## config.mk

```make
export PLATFORM = sky130hd
export DESIGN_NAME = alu_writeback_flat
export DESIGN_NICKNAME = d
export VERILOG_FILES = /design/src/rtl/alu_pkg.sv /design/src/rtl/alu_writeback_if.sv /design/src/rtl/regfile_2r1w.sv /design/src/rtl/alu_writeback.sv /design/src/flat_wrapper.sv
export SDC_FILE = /design/constraint.sdc
export NUM_CORES = 1
export LEC_CHECK = 0
export BUFFER_PORTS_ARGS = -buffer_cell sky130_fd_sc_hd__buf_2
export CORE_ASPECT_RATIO = 0.75
export CORE_MARGIN = 2
export CORE_UTILIZATION = 25
export DETAILED_ROUTE_END_ITERATION = 10
export GPL_ROUTABILITY_DRIVEN = 0
export GPL_TIMING_DRIVEN = 0
export PLACE_DENSITY = 0.51
export SYNTH_ARGS = -nofsm -noshare
export SYNTH_HDL_FRONTEND = slang
export SYNTH_HIERARCHICAL = 1
export SYNTH_SLANG_ARGS = --single-unit
export TNS_END_PERCENT = 10
```

## constraint.sdc

```tcl
create_clock -name clk -period 2 [get_ports clk]
set_input_delay 0.4 -clock clk [delete_from_list [all_inputs] [get_ports clk]]
set_output_delay 0.4 -clock clk [all_outputs]
set_load 0.01 [all_outputs]
```

## src/rtl/alu_pkg.sv

```systemverilog
// Shared ALU/writeback definitions: datapath widths, PSR flag bit positions,
// opcodes, and the control-side helpers that derive reg_we and flag_mask.
package alu_pkg;

  localparam int DATA_W = 16;
  localparam int FLAG_W = 5;
  localparam int NREGS  = 16;
  localparam int REG_AW = $clog2(NREGS);

  localparam int FLAG_Z = 4;
  localparam int FLAG_C = 3;
  localparam int FLAG_F = 2;
  localparam int FLAG_N = 1;
  localparam int FLAG_L = 0;

  typedef logic [DATA_W-1:0] data_t;
  typedef logic [FLAG_W-1:0] flags_t;
  typedef logic [REG_AW-1:0] reg_addr_t;

  typedef enum logic [2:0] {
    OP_NOP  = 3'd0,
    OP_ADD  = 3'd1,
    OP_ADDU = 3'd2,
    OP_SUB  = 3'd3,
    OP_CMP  = 3'd4,
    OP_CMPU = 3'd5
  } alu_op_e;

  // Compare-class operations only touch the PSR, never the register file.
  function automatic logic op_writes_reg(alu_op_e op);
    return (op == OP_ADD) || (op == OP_ADDU) || (op == OP_SUB);
  endfunction

  function automatic flags_t op_flag_mask(alu_op_e op);
    flags_t m;
    m = '0;
    case (op)
      OP_ADD, OP_SUB: m = '1;
      OP_ADDU: begin
        m[FLAG_Z] = 1'b1;
        m[FLAG_C] = 1'b1;
      end
      OP_CMP, OP_CMPU: begin
        m[FLAG_Z] = 1'b1;
        m[FLAG_N] = 1'b1;
        m[FLAG_L] = 1'b1;
      end
      default: m = '0;
    endcase
    return m;
  endfunction

endpackage

```

## src/rtl/alu_writeback_if.sv

```systemverilog
// ALU-to-writeback handshake bundle: result, flags, destination and update
// enables travelling with alu_valid, and alu_ready flowing back upstream.
interface alu_writeback_if;
  import alu_pkg::*;

  logic      alu_valid;
  logic      alu_ready;
  data_t     alu_result;
  flags_t    alu_flags;
  reg_addr_t dest_reg;
  logic      reg_we;
  flags_t    flag_mask;

  modport master (
    output alu_valid,
    output alu_result,
    output alu_flags,
    output dest_reg,
    output reg_we,
    output flag_mask,
    input  alu_ready
  );

  modport slave (
    input  alu_valid,
    input  alu_result,
    input  alu_flags,
    input  dest_reg,
    input  reg_we,
    input  flag_mask,
    output alu_ready
  );

endinterface

```

## src/rtl/regfile_2r1w.sv

```systemverilog
// General-purpose register file: NREGS x DATA_W, one synchronous write port,
// two combinational read ports, every entry cleared by async reset.
module regfile_2r1w
  import alu_pkg::*;
#(
  parameter int DATA_W = alu_pkg::DATA_W,
  parameter int NREGS  = alu_pkg::NREGS,
  localparam int AW    = $clog2(NREGS)
) (
  input  logic              clk,
  input  logic              rst_n,
  input  logic              we,
  input  logic [AW-1:0]     wr_addr,
  input  logic [DATA_W-1:0] wr_data,
  input  logic [AW-1:0]     rd_addr_a,
  output logic [DATA_W-1:0] rd_data_a,
  input  logic [AW-1:0]     rd_addr_b,
  output logic [DATA_W-1:0] rd_data_b
);

  logic [DATA_W-1:0] regs [NREGS];

  // No hardwired zero register: every index is writable.
  always_ff @(posedge clk or negedge rst_n) begin
    if (!rst_n) begin
      for (int i = 0; i < NREGS; i++) begin
        regs[i] <= '0;
      end
    end else if (we) begin
      regs[wr_addr] <= wr_data;
    end
  end

  assign rd_data_a = regs[rd_addr_a];
  assign rd_data_b = regs[rd_addr_b];

endmodule

```

## src/rtl/alu_writeback.sv

```systemverilog
// Writeback stage after the ALU: one stage register, commit into the register
// file and PSR. Optional read-port bypass of the staged write: ALU_WB_BYPASS_EN.
module alu_writeback
  import alu_pkg::*;
#(
  parameter int DATA_W = alu_pkg::DATA_W,
  parameter int NREGS  = alu_pkg::NREGS,
  parameter int FLAG_W = alu_pkg::FLAG_W,
  localparam int AW    = $clog2(NREGS)
) (
  input  logic                  clk,
  input  logic                  rst_n,
  input  logic                  stall,
  alu_writeback_if.slave        alu,
  input  logic [AW-1:0]         rd_addr_a,
  input  logic [AW-1:0]         rd_addr_b,
  output logic [DATA_W-1:0]     rd_data_a,
  output logic [DATA_W-1:0]     rd_data_b,
  output logic [FLAG_W-1:0]     psr,
  output logic                  wb_busy
);

  logic              stg_valid;
  logic [DATA_W-1:0] stg_data;
  logic [AW-1:0]     stg_addr;
  logic              stg_we;
  logic [FLAG_W-1:0] stg_flags;
  logic [FLAG_W-1:0] stg_mask;
  logic              capture;
  logic [DATA_W-1:0] rf_data_a;
  logic [DATA_W-1:0] rf_data_b;

  assign capture       = alu.alu_valid && !stall;
  assign alu.alu_ready = !stall;
  assign wb_busy       = stg_valid;

  // Valid follows capture every edge, so a held entry commits exactly once
  // even while stall blocks new work.
  always_ff @(posedge clk or negedge rst_n) begin
    if (!rst_n) begin
      stg_valid <= 1'b0;
      stg_data  <= '0;
      stg_addr  <= '0;
      stg_we    <= 1'b0;
      stg_flags <= '0;
      stg_mask  <= '0;
    end else begin
      stg_valid <= capture;
      if (capture) begin
        stg_data  <= alu.alu_result;
        stg_addr  <= alu.dest_reg;
        stg_we    <= alu.reg_we;
        stg_flags <= alu.alu_flags;
        stg_mask  <= alu.flag_mask;
      end
    end
  end

  always_ff @(posedge clk or negedge rst_n) begin
    if (!rst_n) begin
      psr <= '0;
    end else if (stg_valid) begin
      psr <= (psr & ~stg_mask) | (stg_flags & stg_mask);
    end
  end

  regfile_2r1w #(
    .DATA_W (DATA_W),
    .NREGS  (NREGS)
  ) u_regfile (
    .clk       (clk),
    .rst_n     (rst_n),
    .we        (stg_valid && stg_we),
    .wr_addr   (stg_addr),
    .wr_data   (stg_data),
    .rd_addr_a (rd_addr_a),
    .rd_data_a (rf_data_a),
    .rd_addr_b (rd_addr_b),
    .rd_data_b (rf_data_b)
  );

`ifdef ALU_WB_BYPASS_EN
  logic hit_a;
  logic hit_b;

  // Forward the not-yet-committed write so a dependent op can issue next cycle.
  assign hit_a     = stg_valid && stg_we && (stg_addr == rd_addr_a);
  assign hit_b     = stg_valid && stg_we && (stg_addr == rd_addr_b);
  assign rd_data_a = hit_a ? stg_data : rf_data_a;
  assign rd_data_b = hit_b ? stg_data : rf_data_b;
`else
  assign rd_data_a = rf_data_a;
  assign rd_data_b = rf_data_b;
`endif

endmodule

```

## src/flat_wrapper.sv

```systemverilog
// flat-port wrapper written by rule: the top's interface ports become plain ports
module alu_writeback_flat import alu_pkg::*;
#(
  parameter int DATA_W = alu_pkg::DATA_W,
  parameter int NREGS  = alu_pkg::NREGS,
  parameter int FLAG_W = alu_pkg::FLAG_W,
  localparam int AW    = $clog2(NREGS)
)
  (clk, rst_n, stall, rd_addr_a, rd_addr_b, rd_data_a, rd_data_b, psr, wb_busy, alu_alu_valid, alu_alu_result, alu_alu_flags, alu_dest_reg, alu_reg_we, alu_flag_mask, alu_alu_ready);
  alu_writeback_if alu_i ();
  input  logic clk;
  input  logic rst_n;
  input  logic stall;
  input  logic [AW-1:0] rd_addr_a;
  input  logic [AW-1:0] rd_addr_b;
  output logic [DATA_W-1:0] rd_data_a;
  output logic [DATA_W-1:0] rd_data_b;
  output logic [FLAG_W-1:0] psr;
  output logic wb_busy;
  input wire logic [$bits(alu_i.alu_valid)-1:0] alu_alu_valid;
  input wire logic [$bits(alu_i.alu_result)-1:0] alu_alu_result;
  input wire logic [$bits(alu_i.alu_flags)-1:0] alu_alu_flags;
  input wire logic [$bits(alu_i.dest_reg)-1:0] alu_dest_reg;
  input wire logic [$bits(alu_i.reg_we)-1:0] alu_reg_we;
  input wire logic [$bits(alu_i.flag_mask)-1:0] alu_flag_mask;
  output wire logic [$bits(alu_i.alu_ready)-1:0] alu_alu_ready;
  assign alu_i.alu_valid = alu_alu_valid;
  assign alu_i.alu_result = alu_alu_result;
  assign alu_i.alu_flags = alu_alu_flags;
  assign alu_i.dest_reg = alu_dest_reg;
  assign alu_i.reg_we = alu_reg_we;
  assign alu_i.flag_mask = alu_flag_mask;
  assign alu_alu_ready = alu_i.alu_ready;
  alu_writeback #(.DATA_W(DATA_W), .NREGS(NREGS), .FLAG_W(FLAG_W)) u_core (.clk(clk), .rst_n(rst_n), .stall(stall), .alu(alu_i), .rd_addr_a(rd_addr_a), .rd_addr_b(rd_addr_b), .rd_data_a(rd_data_a), .rd_data_b(rd_data_b), .psr(psr), .wb_busy(wb_busy));
endmodule
```

# Yosys cells after proc, flatten, opt, wreduce, memory -nomap -nowiden
# Cells that the tools add are included.
[totals]
register_bits = 293
in_bits = 43
wordCells = 47
[op_classes]
n_lt_le_gt_ge = 4
n_mux = 9
bitwise = 7
reduce_logical = 4
[op_table]
columns = ["op", "n"]
rows = [
  ["256-bit bitwise mux", 1],
  ["16-bit binary-select mux with 4-bit select", 2],
  ["16-bit 2-to-1 mux", 5],
  ["16-bit demux with 4-bit select", 1],
  ["5-bit >= comparator, second input constant", 3],
  ["4-bit NOT with 5-bit output", 3],
  ["5-bit bitwise AND", 2],
  ["5-bit by 1-bit < comparator with 1-bit output, second input constant", 1],
  ["5-bit NOT", 1],
  ["5-bit OR", 1],
  ["1-bit logical AND", 3],
  ["1-bit zero test", 1],
]

# Depth between registers and ports, before layout
# Gate-level depths: netlist of the first run.
[logic_depth]
word_depth = 6
ltp_mapped = 6
ltp_nobuf = 4

# Modules after synthesis
# The synthesis of the first run kept the hierarchy.
[by_module_without_submodules]
columns = ["mod", "instances", "cells_each", "area_each_um2", "seq_area_each_um2"]
rows = [
  ["regfile_2r1w", 1, 849, 13470.4, 6406.1],
  ["alu_writeback", 1, 85, 1520.2, 925.9],
]

# Worst setup path before layout of the first run
# Ideal clock, no wire load.
[synth_path]
path_kind = "input to output"
start = "in rd_addr_a[0]"
end = "out rd_data_a[10]"
t_arrival_ns = 1.722
t_required_ns = 1.600
setup_slack_ns = -0.122
path_stages = 5
n_path_buf = 2
path_cell_list = "buf_2 -> buf_2 -> mux4_2 -> a22oi_1 -> nand2_1"
[synth_via]
elab_chain_len = 4
[synth_lines]
columns = ["item", "line", "source"]
rows = [
  ["start: declaration", "flat_wrapper.sv:14", "input logic [AW-1:0] rd_addr_a;"],
  ["4-bit NOT with 5-bit output (implied by the code)", "regfile_2r1w.sv:34", "assign rd_data_a = regs[rd_addr_a];"],
  ["16-bit binary-select mux with 4-bit select", "regfile_2r1w.sv:34", ""],
  ["16-bit 2-to-1 mux (implied by the code) (2 in series)", "regfile_2r1w.sv:34", ""],
  ["end: declaration", "flat_wrapper.sv:16", "output logic [DATA_W-1:0] rd_data_a;"],
]
# Every way passes these cells. The select of a mux whose other input is x is not followed.

# Final worst setup path of the first run
[layout_path]
start = "in rd_addr_b[1]"
end = "out rd_data_b[14]"
[layout_via]
elab_chain_len = 4
[layout_lines]
columns = ["item", "line", "source"]
rows = [
  ["start: declaration", "flat_wrapper.sv:15", "input logic [AW-1:0] rd_addr_b;"],
  ["4-bit NOT with 5-bit output (implied by the code)", "regfile_2r1w.sv:35", "assign rd_data_b = regs[rd_addr_b];"],
  ["16-bit binary-select mux with 4-bit select", "regfile_2r1w.sv:35", ""],
  ["16-bit 2-to-1 mux (implied by the code) (2 in series)", "regfile_2r1w.sv:35", ""],
  ["end: declaration", "flat_wrapper.sv:17", "output logic [DATA_W-1:0] rd_data_b;"],
]
# Every way passes these cells. The select of a mux whose other input is x is not followed.

==> results of run 1 <==
==> cells by family (layout without fill, tap and decap cells) <==
kind of cell	after synthesis	count (layout)
AO/OA/AOI/OAI	64	64
flip-flops	293	293
multiplexers	420	420
buffers and inverters	85	223
AND/OR/NAND/NOR	72	72
==> cells in the final DEF (no fill, tap or decap), types with 2 or more instances in the layout <==
cell type  instances
a22oi_1           14
a22oi_2           50
buf_12             3
buf_16             2
buf_2             55
buf_4             12
buf_6             42
buf_8             15
clkbuf_1          25
clkbuf_16         32
clkbuf_2           9
clkbuf_4           5
clkbuf_8          14
clkinv_2           3
dfrtp_1          291
dfrtp_2            2
inv_6              2
mux2_2           228
mux2_4            64
mux4_2           128
nand2_1           13
nand2_2           25
nand2b_4           3
nand3b_1           2
nor2_4             7
nor2b_1            5
nor3_4             6
or3_1              2
==> routing by layer <==
metal	vias up	GRT usage, %	share of wire [%]
li1	3853	-	-
met1	5056	21.9	49
met2	273	20.3	42
met3	60	3.79	7.3
met4	0	2.53	1.6
met5	-	0	0
==> report_power, final <==
| group | internal [mW] | total [mW] | switching (mW) |
|---|---|---|---|
| Clock | 3.22 | 5.67 | 2.45 |
| Sequential | 7.51 | 8.70 | 1.18 |
| Combinational | 3.25 | 5.36 | 2.11 |
==> synthesized netlist by cell type <==
library cell,number,area (um^2)
dfrtp_1,293,7330
mux2_2,252,2840
mux4_2,128,2880
a22oi_1,64,480
mux2_4,40,601
clkbuf_1,39,146
nand2_1,39,146
buf_2,23,115
buf_6,10,113
buf_4,6,45.0
nor3_2,6,60.1
buf_1,5,18.8
nor2b_1,5,31.3
nor2_1,4,15.0
nor2_2,4,25.0
and2_1,3,18.8
nand2b_4,2,27.5
nand3_1,2,10.0
nand3b_1,2,15.0
or3_1,2,12.5
buf_8,1,15.0
inv_1,1,3.75
nand2b_1,1,6.26
nor4_4,1,21.3
or4_4,1,11.3
==> critical path: cells and delay by family <==
| kind | cells | cell delay [ns] |
|---|---|---|
| buffers and inverters | 3 | 0.89 |
| and+or+nand+nor | 1 | 0.17 |
| AOI/OAI and AO/OA | 1 | 0.18 |
| muxes | 1 | 0.37 |
==> metrics by stage <==
stage / instance area, um^2 / setup TNS, ns / worst slack, ns / instances / power, mW
2_1_floorplan: 15100 / -0.289 / -0.0183 / 934 / 11.9
3_3_place_gp: 16500 / -1628.56 / -5.24 / 1801 / 13.3
3_5_place_dp: 16500 / -111.66 / -1.40 / 1803 / 13.5
4_1_cts: 18200 / -13.69 / -0.415 / 1861 / 19.7
5_1_grt: 18500 / -17.24 / -0.444 / 1862 / 20.7
6_report: 18500 / -12.14 / -0.442 / 1862 / 19.7
==> registers in the layout, indices dropped and copies added, names as in the netlist, named ones only <==
| signal | cells |
|---|---|
| u_core/stg_flags | 5 |
| u_core/u_regfile/regs | 256 |
| u_core/stg_addr | 4 |
| u_core/stg_we | 1 |
| u_core/stg_mask | 5 |
| u_core/stg_data | 16 |
| u_core/wb_busy | 1 |
==> what timing repair did <==
item,CTS,global route
endpoints found under the setup margin,246,259
hold buffers,1,0
gates resized for setup,173,61
pin swaps,65,20
cloned,0,0
buffers inserted,6,1
endpoints found under the hold margin,87,0
==> path summary, 6_finish.rpt <==
check	slack (ns)	endpoint	depth (start not counted)	startpoint
max in group asynchronous	0.59	u_core/u_regfile/regs[172]	4	rst_n
max	-0.44	rd_data_b[14]	6	rd_addr_b[1]
min in group clk	0.04	u_core/stg_data[13]	2	alu_alu_result[13]
min	-0.009	asynchronous set/reset pin	2	rst_n
max reg2reg	-0.11	u_core/u_regfile/regs[122]	5	u_core/wb_busy
min reg2reg	0.50	flop	1	u_core/stg_flags[4]
==> layout make-up <==
| type | instances | area [um^2] | area share, % |
|---|---|---|---|
| plain buffers | 82 | 779 | 4.22 |
| repair buffers | 87 | 679 | 3.68 |
| flip-flops and latches | 293 | 7330 | 39.7 |
| clock buffers | 47 | 906 | 4.91 |
| multi-input cells | 556 | 7710 | 41.8 |
| well taps | 790 | 988 | 5.35 |
| clock inverters | 6 | 62.6 | 0.339 |
| inverters | 1 | 3.75 | 0.0203 |
==> flow_metrics.env, run 1 <==
export IMPL_whs_ns=-0.00895
export IMPL_yosysSeqAreaShare_pct=48.9
export IMPL_hold_class="in2async"
export IMPL_start_util_pct=25.3
export IMPL_crit_path_max_incr_delay_ns=0.38
export IMPL_vias=9242
export IMPL_rows=77
export IMPL_rsz0062_at_grt="true"
export IMPL_drive_above_1_share_pct=66.7
export IMPL_core_area_um2=59200
export IMPL_required_ns=1.60
export IMPL_clock_root_buffer="clkbuf_16"
export IMPL_cp_cell_sequence="clkbuf_2 > clkbuf_4 > mux4_2 > a22oi_2 > nand2_2 > buf_6"
export IMPL_clock_skew_ns=0.0158
export IMPL_crit_fanout=10
export IMPL_cp_end_kind="primary output"
export IMPL_synth_xor_area_share_pct=0
export IMPL_fin_crit_sh_pct=122
export IMPL_ioPinCount=82
export IMPL_grt_overflow=0
export IMPL_setup_violations_final=52
export IMPL_utilization_pct=31.2
export IMPL_violations="hold timing, setup timing"
export IMPL_layout_min_cycle_time_ns=2.44
export IMPL_antenna_left=0
export IMPL_yosys_register_bits=293
export IMPL_nets=1095
export IMPL_clock_latency_ns=0.59
export IMPL_path_clk_slew_ns=0.06
export IMPL_synth_compound_area_share_pct=3.21
export IMPL_fillers=5858
export IMPL_netlist_area_um2=15000
export IMPL_drc_errors=0
export IMPL_cts_tree="done"
export IMPL_netlist_instances=934
export IMPL_grt_pass1_wl_um=65800
export IMPL_n_antenna_cell=0
export IMPL_firstDrtPassIters=6
export IMPL_synth_area_per_cell_um2=16.0
export IMPL_slew_viol_final=0
export IMPL_wire_per_inst_um=23.8
export IMPL_die_w_um=287
export IMPL_hold_violations=9
export IMPL_fp_dieH_um=216
export IMPL_wl_um=44400
export IMPL_critical_path_arrival_ns=2.04
export IMPL_relSlewSlack_pct=60.5
export IMPL_criticalPathCategory="in2out"
export IMPL_synth_fa_ha_area_share_pct=0
export IMPL_yosysWarnings=6
export IMPL_powerDensity_nw_per_um2=1070
export IMPL_cts_sinks=293
export IMPL_dp_hpwl_um=31000
export IMPL_tightest_slew_ns=0.592
export IMPL_htreeDepth=1
export IMPL_cpMaxStageDelayCell="clkbuf_4"
export IMPL_antenna_found_initial=0
export IMPL_fin_ws_ns=-0.442
export IMPL_leakage_nw=8.05
export IMPL_syn_num_nets=977
export IMPL_grt_max_degree=109
export IMPL_muxShareOfSynthArea_pct=42.2
export IMPL_drt_iter0_drc=604
export IMPL_grt_pass1_vias=9825
export IMPL_die_area_um2=62000
export IMPL_port_buffers=77
export IMPL_vdd_drop_max_mv=0.761
export IMPL_synth_top_family_by_area="multiplexers"
export IMPL_fmax_ghz=0.410
export IMPL_cts_made_buffers=31
export IMPL_yosys_cell_types_count=25
export IMPL_vias_per_cell=4.96
export IMPL_start_kind="primary input"
export IMPL_gr_usage_all_layers_pct=14.3
export IMPL_maxCapViolations=0
export IMPL_status="complete, but fails checks"
export IMPL_clk_path_buf_depth=3
export IMPL_area_growth_syn_to_layout_pct=23.2
export IMPL_synth_simple_area_share_pct=2.67
(Power assumes the default switching activity.)
==> run 2, diff against run 1 <==
--- a/config.mk
+++ b/config.mk
@@ -6,9 +6,10 @@
 export NUM_CORES = 1
 export LEC_CHECK = 0
 export BUFFER_PORTS_ARGS = -buffer_cell sky130_fd_sc_hd__buf_2
-export CORE_ASPECT_RATIO = 0.75
+export CORE_ASPECT_RATIO = 0.8
 export CORE_MARGIN = 2
 export CORE_UTILIZATION = 25
+export CTS_CLUSTER_DIAMETER = 150
 export DETAILED_ROUTE_END_ITERATION = 10
 export GPL_ROUTABILITY_DRIVEN = 0
 export GPL_TIMING_DRIVEN = 0
==> run 2 against run 1 <==
  * The flow finishes with violations (setup timing)
  * Critical endpoint is now rd_data_b[5]
  * Core utilization fell by 0.13 points
  * Power rose by 4.7%
  * Sequential share of layout area barely moved
==> flow_metrics.env, run 2 (synthesis results as in run 1) <==
export IMPL_rsz0062_at_grt="true"
export IMPL_leakage_nw=8.08
export IMPL_firstDrtPassIters=5
export IMPL_hold_violations=0
export IMPL_holdCritStartpoint="alu_alu_result[5]"
export IMPL_required_ns=1.60
export IMPL_clock_root_buffer="clkbuf_16"
export IMPL_fillers=5916
export IMPL_power_frac_seq_pct=42.2
export IMPL_start_util_pct=25.2
export IMPL_relSlewSlack_pct=52.6
export IMPL_fin_ws_ns=-0.480
export IMPL_vias_per_cell=4.86
export IMPL_grt_pass1_vias=9539
export IMPL_hold_class="in2reg"
export IMPL_criticalPathCategory="reg2out"
export IMPL_path_clk_slew_ns=0.06
export IMPL_drive_above_1_share_pct=66.8
export IMPL_timing_rr_start="u_core/wb_busy"
export IMPL_cts_sinks=293
export IMPL_min_path_cells=2
export IMPL_drt_iter0_drc=506
export IMPL_p_sw_mw=5.86
export IMPL_fp_dieH_um=223
export IMPL_cts_made_buffers=36
export IMPL_fin_crit_sh_pct=124
export IMPL_fmax_ghz=0.403
export IMPL_dp_cells=1792
export IMPL_gr_usage_all_layers_pct=14.1
export IMPL_die_area_um2=61900
export IMPL_p_comb_share_pct=25.5
export IMPL_r2r_setup_slack_ns=-0.04
export IMPL_whs_ns=0.0813
export IMPL_r2r_cells=5
export IMPL_htreeDepth=2
export IMPL_die_w_um=278
export IMPL_vias=9041
export IMPL_nets=1099
export IMPL_clock_skew_ns=0.0142
export IMPL_crit_fanout=3
export IMPL_wl_um=43100
export IMPL_grt_overflow=0
export IMPL_grt_max_degree=110
export IMPL_area_growth_syn_to_layout_pct=23.3
export IMPL_core_area_um2=59500
export IMPL_clk_path_buf_depth=3
export IMPL_layout_common_cells="dfrtp_1 (292), mux2_2 (249), mux4_2 (128)"
export IMPL_hold_end="u_core/stg_data[5]"
export IMPL_register_area_um2=7330
export IMPL_start_kind="flop"
export IMPL_vdd_drop_max_mv=0.551
export IMPL_fin_cells=1860
export IMPL_rows=80
export IMPL_dp_hpwl_um=29900
export IMPL_antenna_left=0
export IMPL_port_buffers=77
export IMPL_p_int_mw=14.8
export IMPL_cts_tree="done"
export IMPL_antenna_found_initial=2
export IMPL_slew_viol_final=0
export IMPL_critical_path_arrival_ns=2.08
export IMPL_setup_violations_final=52
export IMPL_power_total_mw=20.7
export IMPL_largest_reg_flops=256
export IMPL_drc_errors=0
export IMPL_wire_per_inst_um=23.2
export IMPL_n_antenna_cell=0
export IMPL_timing_rr_end="u_core/u_regfile/regs[205]"
export IMPL_largest_register="u_core/u_regfile/regs"
export IMPL_status="complete, but fails checks"
export IMPL_powerDensity_nw_per_um2=1120
export IMPL_multi_input_area_um2=7640
export IMPL_tightest_slew_ns=0.711
export IMPL_violations="setup timing"
export IMPL_ioPinCount=82
export IMPL_clock_latency_ns=0.54
export IMPL_clkPwrFrac_pct=32.4
export IMPL_top_regs="u_core/u_regfile/regs: 256 flops, u_core/stg_data: 16 flops"
export IMPL_final_common_cell="dfrtp_1"
export IMPL_layout_min_cycle_time_ns=2.48
export IMPL_cp_end_kind="primary output"
export IMPL_grt_pass1_wl_um=64900
export IMPL_switching_share_pct=28.3
export IMPL_utilization_pct=31.1
export IMPL_maxCapViolations=0
==> run 2: final cells by class <==
| class | count | area share [%] |
|---|---|---|
| Inverter | 1 | 0.0203 |
| Buffer | 82 | 3.75 |
| Clock buffer | 55 | 5.87 |
| Clock inverter | 8 | 0.684 |
| Tap cell | 779 | 5.27 |
| Timing Repair Buffer | 86 | 3.41 |
| Sequential cell | 293 | 39.7 |
| Multi-Input combinational cell | 556 | 41.3 |
==> run 2: critical path: stages (launching register included) <==
cell,delay [ns]
dfrtp_1,0.39
mux4_2,0.50
a22oi_2,0.33
nand2_2,0.16
buf_6,0.16
==> run 2: worst max-delay path by stage <==
| stage | slack [ns] | end | depth (start not counted) | startpoint |
|---|---|---|---|---|
| 3_3_place_gp | -5.27 | u_core/stg_data[11] | 1 | rst_n |
| 5_1_grt | -0.51 | rd_data_a[5] | 4 | u_core/u_regfile/regs[197] |
| 4_1_cts | -0.47 | rd_data_b[7] | 4 | u_core/u_regfile/regs[199] |
| 2_1_floorplan | -0.02 | rd_data_b[0] | 5 | rd_addr_b[1] |
| 3_5_place_dp | -1.44 | rd_data_b[7] | 6 | rd_addr_b[1] |
| 6_report | -0.48 | rd_data_b[5] | 4 | u_core/u_regfile/regs[197] |
==> run 2: power by group through the flow <==
stage                     combinational (mW)  clock [mW]  sequential, mW
final                                   5.26        6.69            8.71
after global routing                    5.62        7.17            8.94
after CTS                               5.20        6.91            8.68
after detailed placement                4.80           0            8.77
after global placement                  4.69           0            8.66
after floorplan                         3.53           0            8.37
==> run 2: repair_timing <==
| action | 4_1_cts | 5_1_grt |
|---|---|---|
| endpoints found under the setup margin | 236 | 182 |
| hold buffers | 1 | 0 |
| pin swaps | 52 | 20 |
| gates resized for setup | 146 | 43 |
| setup buffers | 4 | 2 |
| hold endpoints to repair | 84 | 0 |
==> run 2: layer usage <==
layer / global-route usage [%] / up-vias / part of all wire (%)
met1: 20.1 / 4923 / 48
li1: - / 3860 / -
met5: 0 / - / 0.030
met2: 21.3 / 180 / 45
met3: 2.62 / 76 / 4.6
met4: 5.09 / 2 / 2.7
==> run 2: through the flow <==
stage	cell area, um^2	setup TNS [ns]	worst slack, ns
finish	18500	-11.47	-0.480
global route	18500	-16.69	-0.512
floorplan	15100	-0.289	-0.0183
global placement	16400	-1630.52	-5.27
detailed placement	16500	-94.57	-1.44
CTS	18300	-14.07	-0.474
